--- src/rtl/apb_pkg.sv ---
// Shared types for the APB requester: FSM states, response error codes and
// the slave-index to one-hot select helper.
package apb_pkg;

  typedef enum logic [1:0] {
    IDLE,
    SETUP,
    ACCESS
  } apbState_e;

  localparam logic [1:0] RSP_OK      = 2'd0;
  localparam logic [1:0] RSP_SLVERR  = 2'd1;
  localparam logic [1:0] RSP_DECERR  = 2'd2;
  localparam logic [1:0] RSP_TIMEOUT = 2'd3;

  // Widest select the helper can produce; callers truncate to NUM_SLV bits.
  localparam int MAX_SLV = 32;

  function automatic logic [MAX_SLV-1:0] idxToOnehot(input logic [4:0] idx);
    logic [MAX_SLV-1:0] oh;
    oh      = '0;
    oh[idx] = 1'b1;
    return oh;
  endfunction

endpackage

--- src/rtl/apb_wait_timer.sv ---
// Wait-state counter for the ACCESS phase: clears on request, counts enabled
// cycles, saturates at TIMEOUT_CYC and flags the cycle in which it gets there.
module apb_wait_timer #(
  parameter int TIMEOUT_CYC = 16
) (
  input  logic pclk,
  input  logic presetn,
  input  logic clear_i,
  input  logic enable_i,
  output logic expired_o
);

  localparam int CNT_W = (TIMEOUT_CYC == 0) ? 1 : $clog2(TIMEOUT_CYC + 1);
  localparam logic [CNT_W-1:0] CNT_MAX = CNT_W'(TIMEOUT_CYC);

  logic [CNT_W-1:0] count_q, count_d;

  always_comb begin
    count_d = count_q;
    if (clear_i) begin
      count_d = '0;
    end else if (enable_i && (count_q != CNT_MAX)) begin
      count_d = count_q + CNT_W'(1);
    end
  end

  always_ff @(posedge pclk or negedge presetn) begin
    if (!presetn) begin
      count_q <= '0;
    end else begin
      count_q <= count_d;
    end
  end

  // Expires in the low-pready cycle whose increment makes the count reach the limit.
  assign expired_o = (TIMEOUT_CYC != 0) && enable_i && (count_d == CNT_MAX);

endmodule

--- src/rtl/apb_master_mc.sv ---
// APB4 requester: one command per valid/ready handshake, one-hot psel from the top
// address bits, slave/decode/timeout errors reported on a single-cycle response.
module apb_master_mc
  import apb_pkg::*;
#(
  parameter int ADDR_W      = 8,
  parameter int DATA_W      = 8,
  parameter int NUM_SLV     = 4,
  parameter int TIMEOUT_CYC = 16
) (
  input  logic                      pclk,
  input  logic                      presetn,
  input  logic                      cmd_valid,
  output logic                      cmd_ready,
  input  logic                      cmd_write,
  input  logic [ADDR_W-1:0]         cmd_addr,
  input  logic [DATA_W-1:0]         cmd_wdata,
  input  logic [DATA_W/8-1:0]       cmd_strb,
  output logic                      rsp_valid,
  output logic [DATA_W-1:0]         rsp_rdata,
  output logic                      rsp_err,
  output logic                      rsp_timeout,
  output logic [NUM_SLV-1:0]        psel,
  output logic                      penable,
  output logic                      pwrite,
  output logic [ADDR_W-1:0]         paddr,
  output logic [DATA_W-1:0]         pwdata,
  output logic [DATA_W/8-1:0]       pstrb,
  input  logic [NUM_SLV-1:0]        pready,
  input  logic [NUM_SLV*DATA_W-1:0] prdata,
  input  logic [NUM_SLV-1:0]        pslverr
);

  localparam int SIDX_W = $clog2(NUM_SLV);
  localparam int STRB_W = DATA_W / 8;

  apbState_e          state_q, state_d;
  logic [NUM_SLV-1:0] psel_q, psel_d;
  logic               penable_q, penable_d, pwrite_q, pwrite_d;
  logic [ADDR_W-1:0]  paddr_q, paddr_d;
  logic [DATA_W-1:0]  pwdata_q, pwdata_d;
  logic [STRB_W-1:0]  pstrb_q, pstrb_d;
  logic               rspValid_q, rspErr_q, rspTimeout_q;
  logic [DATA_W-1:0]  rspRdata_q, rspRdata_d;
  logic               pendDecErr_q, pendDecErr_d;
  logic [1:0]         rspCode;
  logic               rspFire, doLoad, doClear, accept;
  logic [SIDX_W-1:0]  cmdIdx;
  logic               cmdDecErr, selReady, selErr, timerExpired;
  logic [DATA_W-1:0]  selRdata;

  assign cmdIdx    = cmd_addr[ADDR_W-1 -: SIDX_W];
  assign cmdDecErr = 32'(cmdIdx) >= 32'(NUM_SLV);
  assign selReady  = |(pready & psel_q);
  assign selErr    = |(pslverr & psel_q);
  assign cmd_ready = presetn && ((state_q == IDLE) || ((state_q == ACCESS) && selReady));
  assign accept    = cmd_valid && cmd_ready;

  always_comb begin
    selRdata = '0;
    for (int i = 0; i < NUM_SLV; i++) begin
      if (psel_q[i]) selRdata = selRdata | prdata[i*DATA_W +: DATA_W];
    end
  end

  apb_wait_timer #(.TIMEOUT_CYC(TIMEOUT_CYC)) u_timer (
    .pclk     (pclk),
    .presetn  (presetn),
    .clear_i  (state_q == SETUP),
    .enable_i ((state_q == ACCESS) && !selReady),
    .expired_o(timerExpired)
  );

  // A decode error accepted on a completing cycle would collide with that
  // completion's response, so it is parked in pendDecErr and reported from IDLE.
  always_comb begin
    state_d      = state_q;
    pendDecErr_d = pendDecErr_q;
    rspFire      = 1'b0;
    rspCode      = RSP_OK;
    rspRdata_d   = '0;
    doLoad       = 1'b0;
    doClear      = 1'b0;
    unique case (state_q)
      IDLE: begin
        if (pendDecErr_q) begin
          rspFire = 1'b1;
          rspCode = RSP_DECERR;
        end
        pendDecErr_d = 1'b0;
        if (accept) begin
          if (!cmdDecErr) begin
            doLoad  = 1'b1;
            state_d = SETUP;
          end else if (pendDecErr_q) begin
            pendDecErr_d = 1'b1;
          end else begin
            rspFire = 1'b1;
            rspCode = RSP_DECERR;
          end
        end
      end
      SETUP: state_d = ACCESS;
      ACCESS: begin
        if (selReady) begin
          rspFire    = 1'b1;
          rspCode    = selErr ? RSP_SLVERR : RSP_OK;
          rspRdata_d = (!pwrite_q && !selErr) ? selRdata : '0;
          doClear    = 1'b1;
          state_d    = IDLE;
          if (accept) begin
            if (cmdDecErr) begin
              pendDecErr_d = 1'b1;
            end else begin
              doLoad  = 1'b1;
              state_d = SETUP;
            end
          end
        end else if (timerExpired) begin
          rspFire = 1'b1;
          rspCode = RSP_TIMEOUT;
          doClear = 1'b1;
          state_d = IDLE;
        end
      end
      default: state_d = IDLE;
    endcase

    psel_d    = psel_q;
    penable_d = (state_q == SETUP) ? 1'b1 : penable_q;
    pwrite_d  = pwrite_q;
    paddr_d   = paddr_q;
    pwdata_d  = pwdata_q;
    pstrb_d   = pstrb_q;
    if (doClear) begin
      psel_d    = '0;
      penable_d = 1'b0;
      pwrite_d  = 1'b0;
      paddr_d   = '0;
      pwdata_d  = '0;
      pstrb_d   = '0;
    end
    if (doLoad) begin
      psel_d    = NUM_SLV'(idxToOnehot(5'(cmdIdx)));
      penable_d = 1'b0;
      pwrite_d  = cmd_write;
      paddr_d   = cmd_addr;
      pwdata_d  = cmd_write ? cmd_wdata : '0;
      pstrb_d   = cmd_write ? cmd_strb : '0;
    end
  end

  always_ff @(posedge pclk or negedge presetn) begin
    if (!presetn) begin
      state_q      <= IDLE;
      psel_q       <= '0;
      penable_q    <= 1'b0;
      pwrite_q     <= 1'b0;
      paddr_q      <= '0;
      pwdata_q     <= '0;
      pstrb_q      <= '0;
      rspValid_q   <= 1'b0;
      rspErr_q     <= 1'b0;
      rspTimeout_q <= 1'b0;
      rspRdata_q   <= '0;
      pendDecErr_q <= 1'b0;
    end else begin
      state_q      <= state_d;
      psel_q       <= psel_d;
      penable_q    <= penable_d;
      pwrite_q     <= pwrite_d;
      paddr_q      <= paddr_d;
      pwdata_q     <= pwdata_d;
      pstrb_q      <= pstrb_d;
      rspValid_q   <= rspFire;
      rspErr_q     <= rspFire && (rspCode != RSP_OK);
      rspTimeout_q <= rspFire && (rspCode == RSP_TIMEOUT);
      rspRdata_q   <= rspRdata_d;
      pendDecErr_q <= pendDecErr_d;
    end
  end

  assign psel        = psel_q;
  assign penable     = penable_q;
  assign pwrite      = pwrite_q;
  assign paddr       = paddr_q;
  assign pwdata      = pwdata_q;
  assign pstrb       = pstrb_q;
  assign rsp_valid   = rspValid_q;
  assign rsp_err     = rspErr_q;
  assign rsp_timeout = rspTimeout_q;
  assign rsp_rdata   = rspRdata_q;

endmodule

--- config.mk ---
export PLATFORM = sky130hd
export DESIGN_NAME = apb_master_mc
export DESIGN_NICKNAME = d
export VERILOG_FILES = /design/src/rtl/apb_pkg.sv /design/src/rtl/apb_wait_timer.sv /design/src/rtl/apb_master_mc.sv
export SDC_FILE = /design/constraint.sdc
export NUM_CORES = 1
export LEC_CHECK = 0
export CAP_MARGIN = 10
export CORE_AREA = 5 5 106 68
export DETAILED_ROUTE_END_ITERATION = 12
export DIE_AREA = 0 0 111 73
export DONT_BUFFER_PORTS = 1
export PLACE_DENSITY_LB_ADDON = 0.15
export SETUP_SLACK_MARGIN = 0.02
export SYNTH_ARGS = -nofsm -noshare
export SYNTH_HDL_FRONTEND = slang
export SYNTH_SLANG_ARGS = --single-unit
--- constraint.sdc ---
create_clock -name pclk -period 2.87 [get_ports pclk]
set_clock_uncertainty 0.2 [all_clocks]
set_input_delay 0.861 -clock pclk [delete_from_list [all_inputs] [get_ports pclk]]
set_output_delay 0.861 -clock pclk [all_outputs]
set_load 0.05 [all_outputs]
* Yosys cells after proc, flatten, opt, wreduce, memory -nomap -nowiden
Cells that the tools add are included.
Cells by class: muxes and demuxes 39, order comparisons 2, equality and inequality tests 7, add/sub/neg operators 1, bitwise gates (word level) 5, reductions and logical operators 21
Operators with widths (count):
- 8-bit two-way mux | 11
- 8-bit OR | 3
- 1-bit two-way mux | 15
- 2-bit two-way mux | 6
- 1-bit logical AND | 10
- 5-bit two-way mux | 2
- 4-bit AND | 2
- 4-bit two-way mux | 2
- 4-bit OR reduction | 2
- 2-bit by 6-bit less-than comparator with 1-bit output (second input constant) | 1
- 2-bit one-hot mux with 3 select lines | 1
- 5-bit by 1-bit adder with 5-bit output (second input constant) | 1
- 5-bit == test (second input constant) | 1
- 5-bit inequality test (second input constant) | 1
- 2-bit == test (second input constant) | 2
- 2-bit nonzero test | 2
- 1-bit logical NOT | 3
- 3-bit inequality test (second input constant) | 1
- 3-bit nonzero test | 1
- 1-bit demux with 2-bit select | 1
- 2-bit by 1-bit == test with 1-bit output (second input constant) | 1
- 2-bit by 1-bit >= comparator with 1-bit output (second input constant) | 1
- 2-bit logical NOT | 1
- 2-bit inequality test (second input constant) | 1
- other kinds (3) | 3
Word-level totals: input bits 61, bits in registers 41, output and inout bits 35

* Logic depth before layout (Yosys ltp)
Gate-level depths: netlist (run 1).
depth in word-level cells 14, depth in mapped cells 8

* Modules after synthesis
A second synthesis (run 1) with hierarchy kept.
Second synthesis, totals: cell total of the unflattened synthesis 214, area total of the unflattened synthesis 2296.0 um^2
Modules (own cells, without submodules):
- apb_master_mc | seq. area each 900.9 um^2, instances 1, cells each 181, area an instance 1966.9 um^2
- apb_wait_timer | seq. area each 125.1 um^2, instances 1, cells each 33, area an instance 329.1 um^2

* Worst setup path after synthesis (run 1)
No wires, ideal clock.
path type in2out, from in pready[0], to out cmd_ready, data required time 1.809 ns, setup slack 0.088 ns, data arrival time 1.721 ns, cell stages on the path 4, path buffers 0, cell sequence a22oi_2 and2_1 nand2_1 and3_1
On the way: word-level cells in the longest chain between the ends 5
Ends and longest elaborated chain:
- from (decl) | line apb_master_mc.sv:29 | input logic [NUM_SLV-1:0] pready,
- 4-bit AND | line apb_master_mc.sv:54 | assign selReady = |(pready & psel_q);
- 4-bit OR reduction | line apb_master_mc.sv:54
- 1-bit logical AND | line apb_master_mc.sv:56 | assign cmd_ready = presetn && ((state_q == IDLE) || ((state_q == ACCESS) && selReady));
- 1-bit logical OR | line apb_master_mc.sv:56
- 1-bit logical AND | line apb_master_mc.sv:56
- to (decl) | line apb_master_mc.sv:14 | output logic cmd_ready,
No other way between the ends.

* Final worst setup path (run 1)
Ends and elaborated chain as after synthesis.

==> key figures, run 1 <==
Outcome
  – Status: completed

Layout
  – Synth-to-Final Area Change: 11.2%
  – Fraction of layout cells with a size suffix above 1: 0.134
  – FILL cells: 629
  – Inserted Diodes: 0
  – Final net count: 279

STA
  – Slew at the pin closest to its max-slew limit: 0.776 ns
  – Achievable Freq: 365 MHz
  – Slew headroom: 0.481
  – Final Cycle Share: 0.953
  – Final hold vios: 0
  – Setup TNS: 0 ns
  – Final setup viols: 0
  – Minimum clock period: 2.74 ns
  – RSZ-0062 raised after global routing: no
  – Max Slew Vio Count: 0

Floorplanning
  – Die area: 0.00810 mm^2
  – Initial Utilization: 0.329
  – Core area: 0.00630 mm^2
  – Ports: 96
  – Die span in x: 111 um
  – Die Ht: 73 um
  – Rows: 23

Logic synthesis
  – Largest family of logic cells by synthesized area: compound AO/OA/AOI/OAI gates
  – Multiplexer share of the synthesized area: 0.0115
  – Count leader, synth: dfrtp_1
  – Adder-Cell Fraction of Synth Area: 0.0169
  – Post-synthesis compound-gate area fraction: 0.296
  – Ys flop type: dfrtp_1
  – Avg Cell Area, Syn: 9.79 um^2
  – Most frequent cells after synthesis: 41 x dfrtp_1, 35 x a22oi_1, 30 x nand2_1, 13 x o21ai_1
  – Synth Area in Simple Gates: 0.129
  – Post-synthesis xor/xnor area fraction: 0.00422
  – Post-synthesis async set-or-reset flop share: 1.00
  – Syn nets: 275
  – Mapped Area: 0.00208 mm^2
  – Synth Instances: 212
  – EDFF count, synth: 0
  – Yosys warnings: 0
  – Area contributors post-synth: dfrtp_1 49%, a22oi_1 13%, nand2_1 5.4%
  – Synthesized flop and latch total: 41
  – Synth top area share: 0.494
  – Number of distinct library cells after synthesis: 42
  – Cell taking the most area after synthesis: dfrtp_1
  – Sequential fraction of the synthesis area: 0.494

Global route
  – Largest net degree at the start of global routing: 45
  – Global route overflow: 0
  – First-pass GRT wire length: 8.82 mm
  – Initial antenna violation count: 0
  – Vias in the first global route: 1557
  – Total track usage: 0.139

Drt
  – Routed Wire Length: 5.79 mm
  – Vias: 1658
  – DRT antenna net count: 0
  – WL/cell: 19.0 um
  – DRT Pass-1 Iters: 4
  – Initial DRC Count: 97
  – Drt drc: 0
  – DR vias/cell: 5.45

Hold path
  – Worst Hold Class: in -> async

CTS
  – CTS Hold Buffers Added: 0
  – Latest clock arrival within the worst-skew pair: 0.28 ns
  – CTS tree: yes
  – Setup Buffers After CTS: 0
  – Clk buf depth: 2
  – Num CTS Buffers: 5
  – Worst-path clk slew: 0.08 ns
  – Post-CTS sizing: 0
  – CTS root buffer: clkbuf_8
  – # clock sinks: 41
  – H-tree levels: 2

Worst setup path
  – CP Data Arrival Time: 1.68 ns
  – Worst R2R Start: u_timer.count_q[0]
  – Crit end category: output pin
  – Worst endpoint required time: 1.81 ns
  – CP endpoint: cmd_ready
  – Worst-case reg-to-reg path depth: 8
  – Worst Path Max Fanout: 2
  – Reg2Reg Setup Slack: 0.59 ns
  – CP startpoint: pready[0]
  – WS Path Type: in -> out
  – Worst setup SP type: input port
  – R2R Path End: penable

Place
  – GP Congestion: 0.796
  – IO Port Bufs: 0
  – Post-DP HPWL: 4.06 mm

Run
  – Max-capacitance violation count: 0

Power
  – LEAKAGE: 0.976 nW
  – Peak VDD IR: 619 uV
  – PD cells: 1230 mW/mm^2
  – Total Power: 0.00284 W
[cells in the final DEF, fill, tap and decap left out, types with 2 or more instances in the layout]
| cell type | Yosys | routed |
|---|---|---|
| nand2_1 | 30 | 30 |
| and3_1 | 3 | 3 |
| nand3_1 | 2 | 2 |
| buf_4 | 2 | 10 |
| a21oi_1 | 10 | 10 |
| and2_1 | 2 | 2 |
| o21ai_1 | 13 | 13 |
| a22oi_1 | 35 | 35 |
| o21ai_0 | 9 | 9 |
| a31o_2 | 3 | 3 |
| nor2_1 | 3 | 3 |
| a22oi_2 | 2 | 2 |
| clkinv_2 | 0 | 2 |
| o31ai_1 | 3 | 3 |
| or4_1 | 2 | 2 |
| ha_1 | 2 | 2 |
| inv_1 | 6 | 6 |
| nor3_1 | 5 | 5 |
| a32oi_1 | 4 | 4 |
| buf_12 | 0 | 2 |
| clkbuf_8 | 0 | 5 |
| dfrtp_1 | 41 | 41 |
| o22ai_1 | 3 | 3 |
[per-layer routing]
metal / vias to the layer above / track usage / part of all wire
li1: 803 / - / -
met1: 783 / 0.216 / 0.50
met2: 68 / 0.175 / 0.42
met3: 4 / 0.0539 / 0.078
met4: 0 / 0.0301 / 0.0059
met5: - / 0 / 0
[cell type report]
cell class	count	area, um^2	area share
inverters	7	26.3	0.0114
well taps	87	109	0.0472
clock inverters	2	10.0	0.00434
clock buffers	6	72.6	0.0314
multi-input cells	149	950	0.411
flip-flops and latches	41	1030	0.444
repair buffers	12	115	0.0499
[report_power, final]
part | internal, W | switching, W | total (W)
combinational | 0.000370 | 0.000599 | 0.000968
clock | 0.000169 | 0.000197 | 0.000366
sequential | 0.000766 | 0.000738 | 0.00150
[through the flow]
| step | hold WS, ns | cells | utilization | worst slack (ns) | area (um^2) |
|---|---|---|---|---|---|
| 3_3_place_gp | 0.366 | 296 | 0.353 | 0.136 | 2230 |
| 3_5_place_dp | 0.366 | 296 | 0.353 | 0.141 | 2230 |
| 2_1_floorplan | 0.365 | 212 | - | 0.0879 | 2080 |
| 5_1_grt | 0.0345 | 304 | 0.366 | 0.0773 | 2310 |
| 4_1_cts | 0.0455 | 304 | 0.366 | 0.134 | 2310 |
| 6_report | 0.0643 | 304 | 0.366 | 0.134 | 2310 |
[worst max-delay path, cell delays in order]
cell,delay [ns]
a22oi_2,0.18
and2_1,0.18
nand2_1,0.06
and3_1,0.23
buf_12,0.15
[logic make-up (layout without fill, tap and decap cells)]
group / Yosys count / in the layout
AOI/OAI and AO/OA: 89 / 89
xor gates and xnor gates: 1 / 1
adders and majority gates: 3 / 3
buffers and inverters: 22 / 27
DFF: 41 / 41
muxes: 2 / 2
and+or+nand+nor: 54 / 54
[worst min path at each step]
| stage | slack [ns] | start | to | cells past startpoint |
|---|---|---|---|---|
| 6_report | 0.06 | presetn | rsp_rdata[5] | 0 |
| 5_1_grt | 0.03 | presetn | rsp_rdata[1] | 0 |
| 4_1_cts | 0.05 | presetn | rsp_rdata[2] | 0 |
| 3_5_place_dp | 0.37 | presetn | rsp_rdata[3] | 0 |
| 3_3_place_gp | 0.37 | presetn | rsp_rdata[3] | 0 |
| 2_1_floorplan | 0.37 | presetn | paddr[0] | 0 |
[sequential cells by signal, summed over array words and instances (netlist names), 2 cells and up]
signal,cells
paddr,8
psel,4
pwdata,8
rsp_rdata,8
state_q,2
u_timer.count_q,5
Power figures use the tool's default switching activity.
==> run 2, diff against run 1 <==
- CTS_BUF_LIST: unset -> sky130_fd_sc_hd__clkbuf_2
- PLACE_DENSITY: unset -> 0.49
- PLACE_DENSITY_LB_ADDON: 0.15 -> unset
==> run 2 against run 1 <==
Clock power decreased by 28%. Final cell count increased by 0.33%. Die area stayed put. Non-clock buffer count grew 1. Critical path type unchanged. Largest cell class unchanged. Largest power group unchanged.
==> key figures, run 2 (synthesis gave the netlist of run 1 again) <==
Outcome
  – Status: completed

Power
  – PD cells: 1190 mW/mm^2 (-2.9%)
  – LEAKAGE: 0.975 nW (-0.11%)
  – Peak VDD IR: 563 uV (-8.9%)

CTS
  – Clk buf depth: 2 (unchanged)
  – Worst-path clk slew: 0.24 ns (+0.16 ns)
  – CTS tree: yes
  – Latest clock arrival within the worst-skew pair: 0.40 ns (+0.12 ns)
  – CTS root buffer: clkbuf_2
  – Num CTS Buffers: 5 (unchanged)
  – H-tree levels: 2 (unchanged)
  – # clock sinks: 41 (unchanged)

Layout
  – Most common cell after layout, fill and taps aside: dfrtp_1
  – Most frequent cells in the layout: 41 x dfrtp_1, 35 x a22oi_1, 30 x nand2_1
  – Inserted Diodes: 0 (unchanged)
  – FILL cells: 655 (+4.1%)
  – Synth-to-Final Area Change: 10.9%
  – Final net count: 280 (+0.36%)
  – Fraction of layout cells with a size suffix above 1: 0.147 (+0.0131)

STA
  – Setup TNS: 0 ns (unchanged)
  – RSZ-0062 raised after global routing: no
  – Achievable Freq: 370 MHz (+1.3%)
  – Slew headroom: 0.625 (+0.144)
  – Slew at the pin closest to its max-slew limit: 0.563 ns (-0.214 ns)
  – Final Cycle Share: 0.941 (-0.0125)
  – Hold_ws: 0.0553 ns (-0.00900 ns)
  – Final setup viols: 0 (unchanged)
  – Minimum clock period: 2.70 ns (-0.0357 ns)
  – Final hold vios: 0 (unchanged)
  – Max Slew Vio Count: 0 (unchanged)

Drt
  – Initial DRC Count: 95 (-2.1%)
  – WL/cell: 19.2 um (+0.89%)
  – Routed Wire Length: 5.86 mm (+1.2%)
  – Vias: 1717 (+3.6%)
  – DR vias/cell: 5.63 (+3.2%)
  – DRT Pass-1 Iters: 4 (unchanged)
  – DRT antenna net count: 0 (unchanged)
  – Drt drc: 0 (unchanged)

Worst setup path
  – R2R Path End: pstrb
  – CP max stage delay: 0.23 ns (about the same)
  – CP endpoint: cmd_ready
  – CP startpoint: pready[2]
  – Worst path cell trace: a22oi_2, and2_4, nand2_1, and3_1, buf_12
  – Crit end category: output pin
  – Worst endpoint required time: 1.81 ns (about the same)
  – Worst Path Max Fanout: 2 (unchanged)
  – CP Data Arrival Time: 1.64 ns (-0.04 ns)
  – Crit-path leading delay family: simple AND/OR/NAND/NOR gates
  – WP depth: 5 (unchanged)
  – Worst R2R Start: u_timer.count_q[0]
  – WS Path Type: in -> out
  – Crit path buffers/inverters: 1 (unchanged)
  – Worst-case reg-to-reg path depth: 8 (unchanged)
  – Reg2Reg Setup Slack: 0.56 ns (-0.03 ns)
  – Worst setup SP type: input port
  – CP max stage cell: and3_1

Place
  – GP Congestion: 0.795 (-0.18%)
  – IO Port Bufs: 0 (unchanged)
  – Post-DP HPWL: 4.07 mm (+0.20%)

Floorplanning
  – Rows: 23 (unchanged)
  – Die span in x: 111 um (unchanged)
  – Core area: 0.00630 mm^2 (unchanged)
  – Die Ht: 73 um (unchanged)
  – Ports: 96 (unchanged)
  – Die area: 0.00810 mm^2 (unchanged)
  – Initial Utilization: 0.329 (unchanged)

Global route
  – First-pass GRT wire length: 9.23 mm (+4.6%)
  – Global route overflow: 0 (unchanged)
  – Largest net degree at the start of global routing: 42 (-6.7%)
  – Initial antenna violation count: 0 (unchanged)
  – Vias in the first global route: 1619 (+4.0%)
  – Total track usage: 0.143 (+0.00462)

Hold path
  – Worst Hold Class: in -> async

Run
  – Max-capacitance violation count: 0 (unchanged)
-- run 2: metrics by stage --
step | std cells | total power [W] | utilization | area (um^2) | setup slack (ns)
finish | 305 | 0.00275 | 0.365 | 2300 | 0.170
detailed placement | 296 | 0.00249 | 0.353 | 2230 | 0.131
global placement | 296 | 0.00247 | 0.353 | 2230 | 0.118
floorplan | 212 | 0.00218 | - | 2080 | 0.0879
CTS | 305 | 0.00278 | 0.365 | 2300 | 0.0957
global route | 305 | 0.00294 | 0.365 | 2300 | 0.0247
-- run 2: worst min-delay path by stage --
| stage | start | to | slack [ns] | cells after the start |
|---|---|---|---|---|
| after floorplan | presetn | paddr[0] | 0.37 | 0 |
| after global placement | presetn | rsp_rdata[1] | 0.37 | 0 |
| after detailed placement | presetn | rsp_rdata[1] | 0.37 | 0 |
| after CTS | presetn | psel[2] | 0.03 | 1 |
| after global routing | presetn | rsp_rdata[7] | 0.006 | 1 |
| final | presetn | u_timer.count_q[3] | 0.06 | 1 |
-- run 2: power breakdown --
| group | switching [W] | total, W | internal (W) | leakage [nW] |
|---|---|---|---|---|
| registers | 0.000738 | 0.00150 | 0.000765 | 0.522 |
| logic | 0.000605 | 0.000982 | 0.000376 | 0.424 |
| clock network | 0.000204 | 0.000265 | 0.0000618 | 0.0294 |
| total | 0.00155 | 0.00275 | 0.00120 | 0.975 |
-- run 2: repair_timing --
| item | 4_1_cts | 5_1_grt |
|---|---|---|
| hold buffers | 1 | 0 |
| buffers inserted | 0 | 0 |
| gates resized for setup | 0 | 1 |
| setup endpoints to repair | 0 | 1 |
| endpoints found under the hold margin | 41 | 0 |
-- run 2: cell type report --
type | count | area, um^2 | area share
inverter | 7 | 26.3 | 0.0114
tap | 87 | 109 | 0.0473
clock buffer | 5 | 25.0 | 0.0109
sequential | 41 | 1030 | 0.446
clock inverter | 3 | 21.3 | 0.00924
multi-input combinational | 149 | 952 | 0.414
timing repair buffer | 13 | 143 | 0.0620
-- run 2: metal layers --
metal / up-vias / track usage / wire [um]
met4: 0 / 0.0246 / 14
li1: 808 / - / -
met1: 838 / 0.216 / 2800
met3: 2 / 0.0572 / 496
met2: 69 / 0.193 / 2550
met5: - / 0 / 0
